**config.mk**
```make
export PLATFORM = sky130hd
export DESIGN_NAME = alu_ctrl_seq_flat
export DESIGN_NICKNAME = d
export VERILOG_FILES = /design/src/rtl/alu_ctrl_seq_if.sv /design/src/rtl/alu_ctrl_seq.sv /design/src/flat_wrapper.sv
export SDC_FILE = /design/constraint.sdc
export NUM_CORES = 1
export LEC_CHECK = 0
export CAP_MARGIN = 25
export CORE_AREA = 2 2 39 41
export CTS_BUF_LIST = sky130_fd_sc_hd__clkbuf_8
export CTS_CLUSTER_DIAMETER = 200
export DETAILED_ROUTE_END_ITERATION = 16
export DIE_AREA = 0 0 41 43
export PLACE_DENSITY = 0.73
export SETUP_SLACK_MARGIN = 0.5
export SLEW_MARGIN = 20
export SYNTH_ARGS = -nofsm -noshare
export SYNTH_HDL_FRONTEND = slang
export SYNTH_SLANG_ARGS = --single-unit
```
**constraint.sdc**
```tcl
create_clock -name clk -period 1.8 [get_ports clk]
set_clock_uncertainty 0.2 [all_clocks]
set_input_delay 0.27 -clock clk [delete_from_list [all_inputs] [get_ports clk]]
set_output_delay 0.27 -clock clk [all_outputs]
set_load 0.005 [all_outputs]
```
**src/rtl/alu_ctrl_seq_if.sv**
```systemverilog
// alu_ctrl_seq_if: decode-request / result handshake bundle for alu_ctrl_seq.
//   master : request side (drives flush, in_valid, funct, alu_op, out_ready)
//   slave  : the control sequencer (drives in_ready, out_valid, alu_sel,
//            md_start, md_op, busy, illegal)
interface alu_ctrl_seq_if #(
  parameter int FUNCT_W = 6,
  parameter int SEL_W   = 4
);
  logic               flush;
  logic               in_valid;
  logic               in_ready;
  logic [FUNCT_W-1:0] funct;
  logic [1:0]         alu_op;
  logic               out_valid;
  logic               out_ready;
  logic [SEL_W-1:0]   alu_sel;
  logic               md_start;
  logic               md_op;
  logic               busy;
  logic               illegal;

  modport master (
    output flush, in_valid, funct, alu_op, out_ready,
    input  in_ready, out_valid, alu_sel, md_start, md_op, busy, illegal
  );

  modport slave (
    input  flush, in_valid, funct, alu_op, out_ready,
    output in_ready, out_valid, alu_sel, md_start, md_op, busy, illegal
  );
endinterface

```
**src/rtl/alu_ctrl_seq.sv**
```systemverilog
// alu_ctrl_seq: ALU control decoder with a valid/ready result stage and an
// optional multi-cycle multiply/divide occupancy sequencer.
//   clk, reset : clock, asynchronous active-high reset
//   bus        : alu_ctrl_seq_if.slave (request in, registered decode out)
// Macro ALU_CTRL_MD_EN: when defined, funct 011000/011010 launch a
// multiply/divide (md_start pulse, MD_CYCLES busy cycles); when undefined
// they decode as illegal and md_start/md_op/busy are tied low.
module alu_ctrl_seq #(
  parameter int FUNCT_W   = 6,
  parameter int SEL_W     = 4,
  parameter int MD_CYCLES = 32
) (
  input  logic          clk,
  input  logic          reset,
  alu_ctrl_seq_if.slave bus
);

  if (MD_CYCLES < 1 || SEL_W < 4) begin : g_bad_cfg
    $error("alu_ctrl_seq: MD_CYCLES must be >= 1 and SEL_W >= 4");
  end

`ifdef ALU_CTRL_MD_EN
  localparam int CW = (MD_CYCLES > 1) ? $clog2(MD_CYCLES) : 1;
  typedef enum logic [1:0] {IDLE, OUT, MD_WAIT} state_t;
`else
  typedef enum logic [1:0] {IDLE, OUT} state_t;
`endif

  state_t           state, state_nxt;
  logic             rdy, accept;
  logic [SEL_W-1:0] dec_sel, sel_q;
  logic             dec_ill, ill_q;
`ifdef ALU_CTRL_MD_EN
  logic             dec_md, dec_mdop;
  logic [CW-1:0]    cnt;
  logic             start_q, mdop_q;
`endif

  // flush wins over everything, so a flushed cycle never accepts
  assign rdy          = !bus.flush && (state == IDLE || (state == OUT && bus.out_ready));
  assign accept       = bus.in_valid && rdy;
  assign bus.in_ready = rdy;

  always_comb begin
    dec_sel = '0;
    dec_ill = 1'b0;
`ifdef ALU_CTRL_MD_EN
    dec_md   = 1'b0;
    dec_mdop = 1'b0;
`endif
    case (bus.alu_op)
      2'b00: dec_sel = SEL_W'(4'b0010);
      2'b01: dec_sel = SEL_W'(4'b0110);
      2'b10: begin
        case (bus.funct)
          FUNCT_W'(6'b100000): dec_sel = SEL_W'(4'b0010);
          FUNCT_W'(6'b100010): dec_sel = SEL_W'(4'b0110);
          FUNCT_W'(6'b100100): dec_sel = SEL_W'(4'b0000);
          FUNCT_W'(6'b100101): dec_sel = SEL_W'(4'b0001);
          FUNCT_W'(6'b100111): dec_sel = SEL_W'(4'b1100);
          FUNCT_W'(6'b101010): dec_sel = SEL_W'(4'b0111);
`ifdef ALU_CTRL_MD_EN
          FUNCT_W'(6'b011000): begin dec_sel = SEL_W'(4'b1000); dec_md = 1'b1; end
          FUNCT_W'(6'b011010): begin dec_sel = SEL_W'(4'b1001); dec_md = 1'b1; dec_mdop = 1'b1; end
`endif
          default: dec_ill = 1'b1;
        endcase
      end
      default: dec_ill = 1'b1;
    endcase
    if (dec_ill) dec_sel = '1;
  end

  always_comb begin
    state_nxt = state;
    if (bus.flush) state_nxt = IDLE;
    else begin
      case (state)
        IDLE, OUT: begin
          if (accept) begin
`ifdef ALU_CTRL_MD_EN
            state_nxt = dec_md ? MD_WAIT : OUT;
`else
            state_nxt = OUT;
`endif
          end else if (state == IDLE || bus.out_ready) begin
            state_nxt = IDLE;
          end
        end
`ifdef ALU_CTRL_MD_EN
        MD_WAIT: if (cnt == '0) state_nxt = OUT;
`endif
        default: state_nxt = IDLE;
      endcase
    end
  end

  always_ff @(posedge clk or posedge reset) begin
    if (reset) begin
      state <= IDLE;
      sel_q <= '0;
      ill_q <= 1'b0;
    end else begin
      state <= state_nxt;
      if (accept) begin
        sel_q <= dec_sel;
        ill_q <= dec_ill;
      end
    end
  end

  assign bus.out_valid = (state == OUT);
  assign bus.alu_sel   = sel_q;
  assign bus.illegal   = ill_q;

`ifdef ALU_CTRL_MD_EN
  // cnt walks MD_CYCLES-1 .. 0 across the MD_WAIT cycles and parks at 0
  always_ff @(posedge clk or posedge reset) begin
    if (reset) begin
      cnt     <= '0;
      start_q <= 1'b0;
      mdop_q  <= 1'b0;
    end else begin
      start_q <= 1'b0;
      if (bus.flush) cnt <= '0;
      else if (accept && dec_md) begin
        cnt     <= CW'(MD_CYCLES - 1);
        start_q <= 1'b1;
      end else if (state == MD_WAIT && cnt != '0) begin
        cnt <= cnt - CW'(1);
      end
      if (accept) mdop_q <= dec_mdop;
    end
  end

  assign bus.md_start = start_q;
  assign bus.md_op    = mdop_q;
  assign bus.busy     = (state == MD_WAIT);
`else
  assign bus.md_start = 1'b0;
  assign bus.md_op    = 1'b0;
  assign bus.busy     = 1'b0;
`endif

endmodule

```
**src/flat_wrapper.sv**
```systemverilog
// flat-port wrapper written by rule: the top's interface ports become plain ports
module alu_ctrl_seq_flat 
#(
  parameter int FUNCT_W   = 6,
  parameter int SEL_W     = 4,
  parameter int MD_CYCLES = 32
)
  (clk, reset, bus_flush, bus_in_valid, bus_funct, bus_alu_op, bus_out_ready, bus_in_ready, bus_out_valid, bus_alu_sel, bus_md_start, bus_md_op, bus_busy, bus_illegal);
  alu_ctrl_seq_if #(.FUNCT_W(FUNCT_W), .SEL_W(SEL_W)) bus_i ();
  input  logic clk;
  input  logic reset;
  input wire logic [$bits(bus_i.flush)-1:0] bus_flush;
  input wire logic [$bits(bus_i.in_valid)-1:0] bus_in_valid;
  input wire logic [$bits(bus_i.funct)-1:0] bus_funct;
  input wire logic [$bits(bus_i.alu_op)-1:0] bus_alu_op;
  input wire logic [$bits(bus_i.out_ready)-1:0] bus_out_ready;
  output wire logic [$bits(bus_i.in_ready)-1:0] bus_in_ready;
  output wire logic [$bits(bus_i.out_valid)-1:0] bus_out_valid;
  output wire logic [$bits(bus_i.alu_sel)-1:0] bus_alu_sel;
  output wire logic [$bits(bus_i.md_start)-1:0] bus_md_start;
  output wire logic [$bits(bus_i.md_op)-1:0] bus_md_op;
  output wire logic [$bits(bus_i.busy)-1:0] bus_busy;
  output wire logic [$bits(bus_i.illegal)-1:0] bus_illegal;
  assign bus_i.flush = bus_flush;
  assign bus_i.in_valid = bus_in_valid;
  assign bus_i.funct = bus_funct;
  assign bus_i.alu_op = bus_alu_op;
  assign bus_i.out_ready = bus_out_ready;
  assign bus_in_ready = bus_i.in_ready;
  assign bus_out_valid = bus_i.out_valid;
  assign bus_alu_sel = bus_i.alu_sel;
  assign bus_md_start = bus_i.md_start;
  assign bus_md_op = bus_i.md_op;
  assign bus_busy = bus_i.busy;
  assign bus_illegal = bus_i.illegal;
  alu_ctrl_seq #(.FUNCT_W(FUNCT_W), .SEL_W(SEL_W), .MD_CYCLES(MD_CYCLES)) u_core (.clk(clk), .reset(reset), .bus(bus_i));
endmodule
```
# After elaboration in Yosys (flattened, before gate mapping)
# Index checks and enable logic that the tools add are counted.
totals:
  register_bits: 7
  in_bits: 13
op_classes:
  n_reduce_logical: 11
  mux: 9
  eq_ne: 10
op_table:
  columns: ["operator", "count"]
  rows:
  - ["== test 6 bit, second input constant", 6]
  - ["one-hot mux 4 bit (5 select lines)", 1]
  - ["one-hot mux 4 bit (3 select lines)", 1]
  - ["two-way mux 2 bit", 4]
  - ["OR reduction 6 bit", 1]
  - ["== test 2 x 1 -> 1 bit, second input constant", 2]
  - ["logical NOT 2 bit", 2]
  - ["two-way mux 4 bit", 1]
  - ["!= test 4 x 2 -> 1 bit, second input constant", 1]
  - ["OR reduction 2 bit", 2]
  - ["logical AND 1 bit", 3]
  - ["== test 2 bit, second input constant", 1]
  - ["logical OR 1 bit", 2]
  - ["one-hot mux 1 bit (2 select lines)", 1]
  - ["logical NOT 1 bit", 1]
  - ["two-way mux 1 bit", 1]

# Longest topological paths before layout
depth:
  depth_word: 8
  mapped_depth: 4
  mapped_depth_nobuf: 4

# Least setup slack after synthesis
# Ideal clock, no wire load.
synth_timing:
  path_type: "reg2reg"
  startpoint: "reg u_core.state[0]"
  endpoint: "reg u_core.sel_q[0] (netlist: u_core.bus.alu_sel[0])"
  path_stages_with_launch: 5
  required_ns: 1.517
  period_less_slack_ns: 1.423
  n_path_buf: 0
  arrival_time_ns: 1.141
  path_slack_ns: 0.377
  path_cell_list: "dfrtp_1 -> nor2b_4 -> nor3b_2 -> o311ai_0 -> o21ai_0"
synth_between:
  elab_chain_cells: 5
synth_lines:
  columns: ["element", "line", "text"]
  rows:
  - ["start, declared", "alu_ctrl_seq.sv:29", "state_t state, state_nxt;"]
  - ["start signal, assigned", "alu_ctrl_seq.sv:104", "state <= state_nxt;"]
  - ["== test 2 x 1 -> 1 bit", "alu_ctrl_seq.sv:40", "assign rdy = !bus.flush && (state == IDLE || (state == OUT && bus.out_ready));"]
  - ["logical AND 1 bit", "alu_ctrl_seq.sv:40", null]
  - ["logical OR 1 bit *", "alu_ctrl_seq.sv:40", null]
  - ["logical AND 1 bit *", "alu_ctrl_seq.sv:40", null]
  - ["logical AND 1 bit *", "alu_ctrl_seq.sv:41", "assign accept = bus.in_valid && rdy;"]
  - ["end signal, assigned", "alu_ctrl_seq.sv:106", "sel_q <= dec_sel;"]
  - ["end, declared", "alu_ctrl_seq.sv:31", "logic [SEL_W-1:0] dec_sel, sel_q;"]
# Every way passes the cells marked *; elsewhere a longest branch is shown, timed or not.
# A chain may end at the register's enable or synchronous reset.

# Final worst setup path
layout_timing:
  startpoint: "reg u_core.state[0]"
  endpoint: "reg u_core.sel_q[1] (netlist: u_core.bus.alu_sel[1])"
# Same word-level chain as after synthesis.

==> metrics.csv <==
metric;value;unit
run_status;complete, no violations;
min_period_over_period;0.789;
crit_cells;6;
cp_top_family;simple AND/OR/NAND/NOR gates;
dp.cells;89;
insertedDiodeCount;0;
finalWeightedCongestion;0.761;
min_path_type;in2async;
io_pins;23;
cap_violations;0;
hold_buffers;0;
cts_made_buffers;3;
worstReg2RegEnd;u_core.bus.alu_sel[1];
first_global_vias;480;
grt_start_max_net_pins;7;
clk_latency;0.22;ns
cp-startpoint;u_core.state[0];
drt-initial-drc-count;4;
antenna_found_initial;0;
finalSetupTns;0;ns
syn_inst;47;
die_area;1760;sq um
ys_warn_count;0;
critPathMostFrequentCell;buf_6;
setup_viol_count_final;0;
layout-drive-gt1-share;0.338;
slew_violations;0;
critPathRequiredTime;1.74;ns
ir_drop;0.257;mV
route.vias.total;460;
htreeDepth;1;
criticalPathCategory;reg2reg;
critPathMaxStageDelay;0.36;ns
reg2reg_depth;6;
wl_per_cell;11.2;microns
powerDensity;651;nW/um^2
die_h;43;microns
final_area;768;sq um
cp-end-kind;flip-flop;
synth-seq-cells;6;
postPlaceCellArea;683;sq um
post-route-min-period;1.42;ns
cts.sinks;6;
critical_path_arrival;1.36;ns
r2r_start;u_core.state[0];
initial_core_util;0.299;
cp_max_fo;5;
final_util;0.555;
path_cells;nor2b_4 > buf_6 > nor3b_4 > buf_6 > nor2_2 > a41oi_2;
cts_tree;yes;
syn_to_final_growth;85.5;%
netlist_area;414;sq um
start_kind;flip-flop;
drc;0;
cts_buffer_depth;2;
grt_pass1_wl;1770;microns
layoutNonFillerInstCount;96;
io_buffers;19;
endpoint;u_core.bus.alu_sel[1];
max_clock_freq;0.704;GHz
yosysSeqAreaShare;0.363;
reg2reg_setup_slack;0.38;ns
fin_nets;95;
clk_pin_slew;0.03;ns
dr.pass1.iters;2;
drt-total-wl;1070;microns
cp_num_buf_inv;2;
final_cell_mix;dlygate4sd2_1 (9), buf_4 (9), dfrtp_1 (6);
die_x;41;microns
rsz0062_at_grt;true;
viasPerCell;4.79;
final_antenna_net_count;0;
core;1380;sq um
globalRouteTotalUtil;0.151;
dp_hpwl;781;microns
cts_root_buf;clkbuf_8;
grt_overflow;0;
rows;14;
crit_slowest_cell;dfrtp_1;
p_leak;0.348;nW
avgSynthCellArea;8.81;sq um
ys_types;26;
finalHoldViolations;0;
power breakdown:
| group | internal [mW] | leakage [nW] | switching, mW | total (mW) |
|---|---|---|---|---|
| clock | 0.144 | 0.0216 | 0.0587 | 0.202 |
| sequential | 0.151 | 0.0685 | 0.00682 | 0.158 |
| combinational | 0.0834 | 0.258 | 0.0567 | 0.140 |
synthesized netlist by cell type (all sizes together):
library cell / n / share of area
o21ai: 4 / 0.048
o311ai: 1 / 0.021
buf: 3 / 0.054
or3b: 1 / 0.021
nand3: 1 / 0.012
inv: 4 / 0.036
or4: 1 / 0.018
conb: 1 / 0.0091
a211o: 1 / 0.021
nor2: 5 / 0.045
or2: 1 / 0.015
a31oi: 1 / 0.015
nand2b: 1 / 0.033
nand2: 2 / 0.018
nor2b: 4 / 0.079
xnor2: 1 / 0.021
o22ai: 1 / 0.015
and3: 1 / 0.015
nand3b: 1 / 0.018
a41oi: 1 / 0.021
a21oi: 2 / 0.033
dfrtp: 6 / 0.36
nor3b: 1 / 0.030
o211ai: 2 / 0.036
per-layer routing:
metal	vias up	wire length (microns)	GRT usage
li1	227	-	-
met2	23	532	0.244
met5	-	0	0
met4	0	51	0.140
met1	203	395	0.140
met3	7	95	0.0419
registers in the layout, indices dropped and copies added, names as in the netlist:
name / flops
u_core.state: 1
u_core.bus.alu_sel: 4
u_core.bus.illegal: 1
cell families (layout without fill, tap and decap cells):
kind of cell           Yosys count  after routing  share of synthesized area
other                            1              3                    0.00905
buffers and inverters            7             38                     0.0906
AND/OR/NAND/NOR                 19             19                      0.305
AO/OA/AOI/OAI                   13             13                      0.211
flip-flops                       6              6                      0.363
XOR/XNOR                         1              1                     0.0212
worst min-delay path by stage:
stage	from	endpoint	slack (ns)	cells past startpoint
4_1_cts	reset	u_core.bus.illegal	0.06	2
3_3_place_gp	reset	u_core.state[0]	0.30	2
6_report	reset	u_core.bus.alu_sel[1]	0.06	2
5_1_grt	reset	u_core.bus.alu_sel[1]	0.08	2
3_5_place_dp	reset	u_core.bus.alu_sel[0]	0.29	2
2_1_floorplan	reset	u_core.bus.alu_sel[0]	-0.14	1
layout make-up:
type	count	area, sq um
multi-input combinational	36	272
fill	141	616
sequential	6	150
inverter	4	15.0
tap	16	20.0
clock buffer	3	41.3
timing repair buffer	31	270
stage by stage:
stage | setup slack (ns) | hold slack (ns) | power [mW]
after CTS | 0.361 | 0.0631 | 0.505
after floorplan | 0.472 | -0.139 | 0.212
final | 0.380 | 0.0554 | 0.500
after global placement | -0.0660 | 0.297 | 0.295
after detailed placement | -0.0859 | 0.292 | 0.297
after global routing | 0.282 | 0.0841 | 0.528
repair_timing:
item | CTS | global route
setup buffers | 3 | 0
setup endpoints to repair | 12 | 8
pin swaps | 9 | 1
gates cloned | 1 | 0
gates resized for setup | 34 | 1
(Power assumes the default switching activity.)
==> edit 1, RTL diff (same flow settings) <==
`FUNCT_W` is set to 6 in 3 places; all go to 12.
--- a/src/rtl/alu_ctrl_seq_if.sv
+++ b/src/rtl/alu_ctrl_seq_if.sv
@@ -3,7 +3,7 @@
 //   slave  : the control sequencer (drives in_ready, out_valid, alu_sel,
 //            md_start, md_op, busy, illegal)
 interface alu_ctrl_seq_if #(
-  parameter int FUNCT_W = 6,
+  parameter int FUNCT_W = 12,
   parameter int SEL_W   = 4
 );
   logic               flush;
--- a/src/rtl/alu_ctrl_seq.sv
+++ b/src/rtl/alu_ctrl_seq.sv
@@ -6,7 +6,7 @@
 // multiply/divide (md_start pulse, MD_CYCLES busy cycles); when undefined
 // they decode as illegal and md_start/md_op/busy are tied low.
 module alu_ctrl_seq #(
-  parameter int FUNCT_W   = 6,
+  parameter int FUNCT_W   = 12,
   parameter int SEL_W     = 4,
   parameter int MD_CYCLES = 32
 ) (
--- a/src/flat_wrapper.sv
+++ b/src/flat_wrapper.sv
@@ -1,7 +1,7 @@
 // flat-port wrapper written by rule: the top's interface ports become plain ports
 module alu_ctrl_seq_flat 
 #(
-  parameter int FUNCT_W   = 6,
+  parameter int FUNCT_W   = 12,
   parameter int SEL_W     = 4,
   parameter int MD_CYCLES = 32
 )
Ports: changed (resized bus_funct); port bits go from 23 to 29. The function was not compared with the original's and may differ.
==> edit 1 against the unedited design <==
Power fell by 0.40%; count of clock-buffer cells in the layout did not move; core utilization rose by 3.9 points; via count rose by 4.1%; wire length rose by 2.4%; final area rose by 7.0%; non-clock buffer count rose by 5; sequential cell count did not move; setup slack got worse by 35 ps; area after synthesis rose by 6.3%; critical path type is now input pin to flop.
==> edit 1: results (changes against the unedited design) <==
| Metric | Value |
|---|---|
| M1 WL | 474 µm (+20%) |
| Non-clock buffers, area share | 37.1% (+2.0 points) |
| Yosys warnings | 0 (unchanged) |
| Placed inst area | 741 µm² (+8.4%) |
| Met2 Wirelength | 556 µm (+4.5%) |
| Multi-input gates | 39 (+8.3%) |
| Critical path peak fanout | 3 (-2) |
| Global Route met1 Usage | 18.8% (+4.8 points) |
| Largest cells by area after synthesis | dfrtp_1, nor2_1, nor4b_4, buf_4, nor4_4 |
| Syn_area_per_cell | 8.99 µm² (+2.0%) |
| Layout cells sized above 1 | 42.5% (+8.8 points) |
| Worst hold path type | input pin to asynchronous set/reset pin |
| Seq/total area | 18.3% (-1.3 points) |
| CP max stage delay | 330 ps (-30 ps) |
| Met3 usage | 8.90% (+4.7 points) |
| Outcome | finished clean |
| GR peak layer | met2 |
| Highest Signal Layer | met3 |
| Layout Nets | 108 (+14%) |
| Cell with the most instances after synthesis | nor2_1 |
| Multi-input gate area | 294 µm² (+8.3%) |
| Non-CTS inverters | 3 (-1) |
| DRT Pass-1 Iters | 4 (+2) |
| Buffers on Ports | 25 (+6) |
| Skew-Pair Late Insertion Delay | 220 ps (about the same) |
| Largest net degree at the start of global routing | 7 (unchanged) |
| Seq Cell Count | 6 (unchanged) |
| Synth async-reset ratio | 100% (unchanged) |
| DP Worst Slack | -314 ps (-228 ps) |
| Worst-case vdd ir drop | 0.520 mV (+100%) |
| RD Place Congestion | 0.772 (+1.5%) |
| Register area share after synthesis | 34.1% (-2.2 points) |
| H-tree depth | 1 (unchanged) |
| Post-DP HPWL | 869 µm (+11%) |
| Fill count | 134 (-5.0%) |
| Routed WL per cell | 10.7 µm (-4.5%) |
| Vias | 479 (+4.1%) |
| Post-synth cell types | 27 (+3.8%) |
| Vias in the first global route | 499 (+4.0%) |
| Routed wl met3 | 69 µm (-27%) |
| Starting DRT DRC Count | 6 (+2) |
| Initial antenna violation count | 0 (unchanged) |
| First-pass GRT wire length | 1.98 mm (+12%) |
| Clk slew on worst S/H paths | 40 ps |
| Met2 GRT Util | 26.3% (+1.9 points) |
| Max stage delay cell, worst path | o311a_1 |
| Most frequent cells after synthesis | nor2_1, dfrtp_1, buf_4, inv_1, nand2_1 |
| Total global-route track usage | 16.7% (+1.6 points) |
| Clock buf/inv share | 5.02% (-0.35 points) |
| Leakage Power | 0.392 nW (+13%) |
| DR DRC count | 0 (unchanged) |
| Non-CTS buffers | 36 (+16%) |
edit 1: per-stage QoR:
stage               power [W]  std cells  util [%]
floorplan            0.000209         51         -
global placement     0.000303         95      53.5
detailed placement   0.000303         95      53.5
CTS                  0.000502        102      58.8
global route         0.000531        103      59.4
finish               0.000498        103      59.4
edit 1: timing repair:
action	4_1_cts	5_1_grt
gates resized for setup	77	6
endpoints found under the setup margin	12	8
setup buffers	4	1
gates cloned	0	0
pin swaps	9	4
edit 1: path summary, 6_finish.rpt:
check / to / slack, ps / startpoint / cells after the start
max: u_core.bus.alu_sel[0]$_DFFE_PP0P_ / 340 / bus_funct[10] / 5
min: u_core.bus.alu_sel[2]$_DFFE_PP0P_ / 70 / reset / 2
max reg2reg: u_core.bus.alu_sel[0]$_DFFE_PP0P_ / 390 / u_core.state[0]$_DFFE_PP0P_ / 5
min reg2reg: u_core.bus.illegal$_DFFE_PP0P_ / 290 / u_core.bus.illegal$_DFFE_PP0P_ / 1
max in group asynchronous: u_core.bus.alu_sel[3]$_DFFE_PP0P_ / 1130 / reset / 2
min in group clk: u_core.bus.alu_sel[1]$_DFFE_PP0P_ / 190 / bus_funct[8] / 4
edit 1: where the power goes:
group	switching (W)	internal [W]
clock network	0.0000562	0.000144
logic	0.0000523	0.0000854
registers	0.00000894	0.000152
total	0.000117	0.000381
edit 1: logic make-up (layout without fill, tap and decap cells):
kind of cell	count (synthesis)	in the layout	synth area share (%)
muxes	2	2	4.83
DFF	6	6	34.1
buffers and inverters	6	42	7.67
and+or+nand+nor	25	25	36.9
AOI/OAI and AO/OA	9	9	15.6
other	1	3	0.851
edit 1: critical path, delay by kind of cell:
family	cells	cell delay, ps
buffers and inverters	1	100
and+or+nand+nor	2	390
AOI/OAI and AO/OA	2	590
==> edit 2, RTL diff (config.mk and constraints unchanged) <==
Without the edit above. Add a define of `ALU_CTRL_MD_EN`.
--- a/src/rtl/alu_ctrl_seq.sv
+++ b/src/rtl/alu_ctrl_seq.sv
@@ -5,6 +5,8 @@
 // Macro ALU_CTRL_MD_EN: when defined, funct 011000/011010 launch a
 // multiply/divide (md_start pulse, MD_CYCLES busy cycles); when undefined
 // they decode as illegal and md_start/md_op/busy are tied low.
+`define ALU_CTRL_MD_EN
+
 module alu_ctrl_seq #(
   parameter int FUNCT_W   = 6,
   parameter int SEL_W     = 4,
Formal check against the unedited RTL: not equivalent (Yosys sat finds a counterexample within 4 cycles, from zero or initial values and one cycle with reset high).
==> edit 2 against the unedited design <==
The flow now stops in clock tree synthesis; area after synthesis grew 100%.
==> edit 2: results (changes against the unedited design) <==
| Metric | Value |
|---|---|
| Outcome | stopped before the end |
| Failed at | clock tree synthesis |
| Stop err | [ERROR DPL-0038] Utilization greater than 100%, impossible to legalize |
| H-tree depth | 1 (unchanged) |
| Max Root-Sink Buffers | 2 (unchanged) |
| Total CTS buffers | 3 (unchanged) |
| Post-CTS Setup Inserts | 14 (+11) |
| Register area share after synthesis | 41.5% (+5.2 points) |
| RD Place Congestion | 0.795 (+4.5%) |
| Post-CTS sizing | 71 (+110%) |
| Synth async-reset ratio | 100% (unchanged) |
| DP Worst Slack | -267 ps (-181 ps) |
| Most frequent cells after synthesis | dfrtp_1, inv_1, o21ai_0 |
| Yosys warnings | 0 (unchanged) |
| Sink Count | 14 (+8) |
| Clock root cell | clkbuf_8 |
| Post-DP HPWL | 1.81 mm (+130%) |
| Mapped Nets | 99 |
| Buffers on Ports | 22 (+3) |
| Post-synth cell types | 37 (+42%) |
| Largest cells by area after synthesis | dfrtp_1, o21ai_0, xor2_1, inv_1, a2111oi_4 |
## edit 2: cells by family after synthesis
family | synth area share [%]
DFF | 41.5
xor gates and xnor gates | 5.18
and+or+nand+nor | 21.2
AOI/OAI and AO/OA | 19.6
buffers and inverters | 5.92
muxes | 3.70
adders and majority gates | 2.96
## edit 2: metrics by stage
step | instances | hold WS, ps | instance area [µm²]
2_1_floorplan | 84 | -40.8 | 873
3_3_place_gp | 140 | 315 | 1250
3_5_place_dp | 140 | 337 | 1250
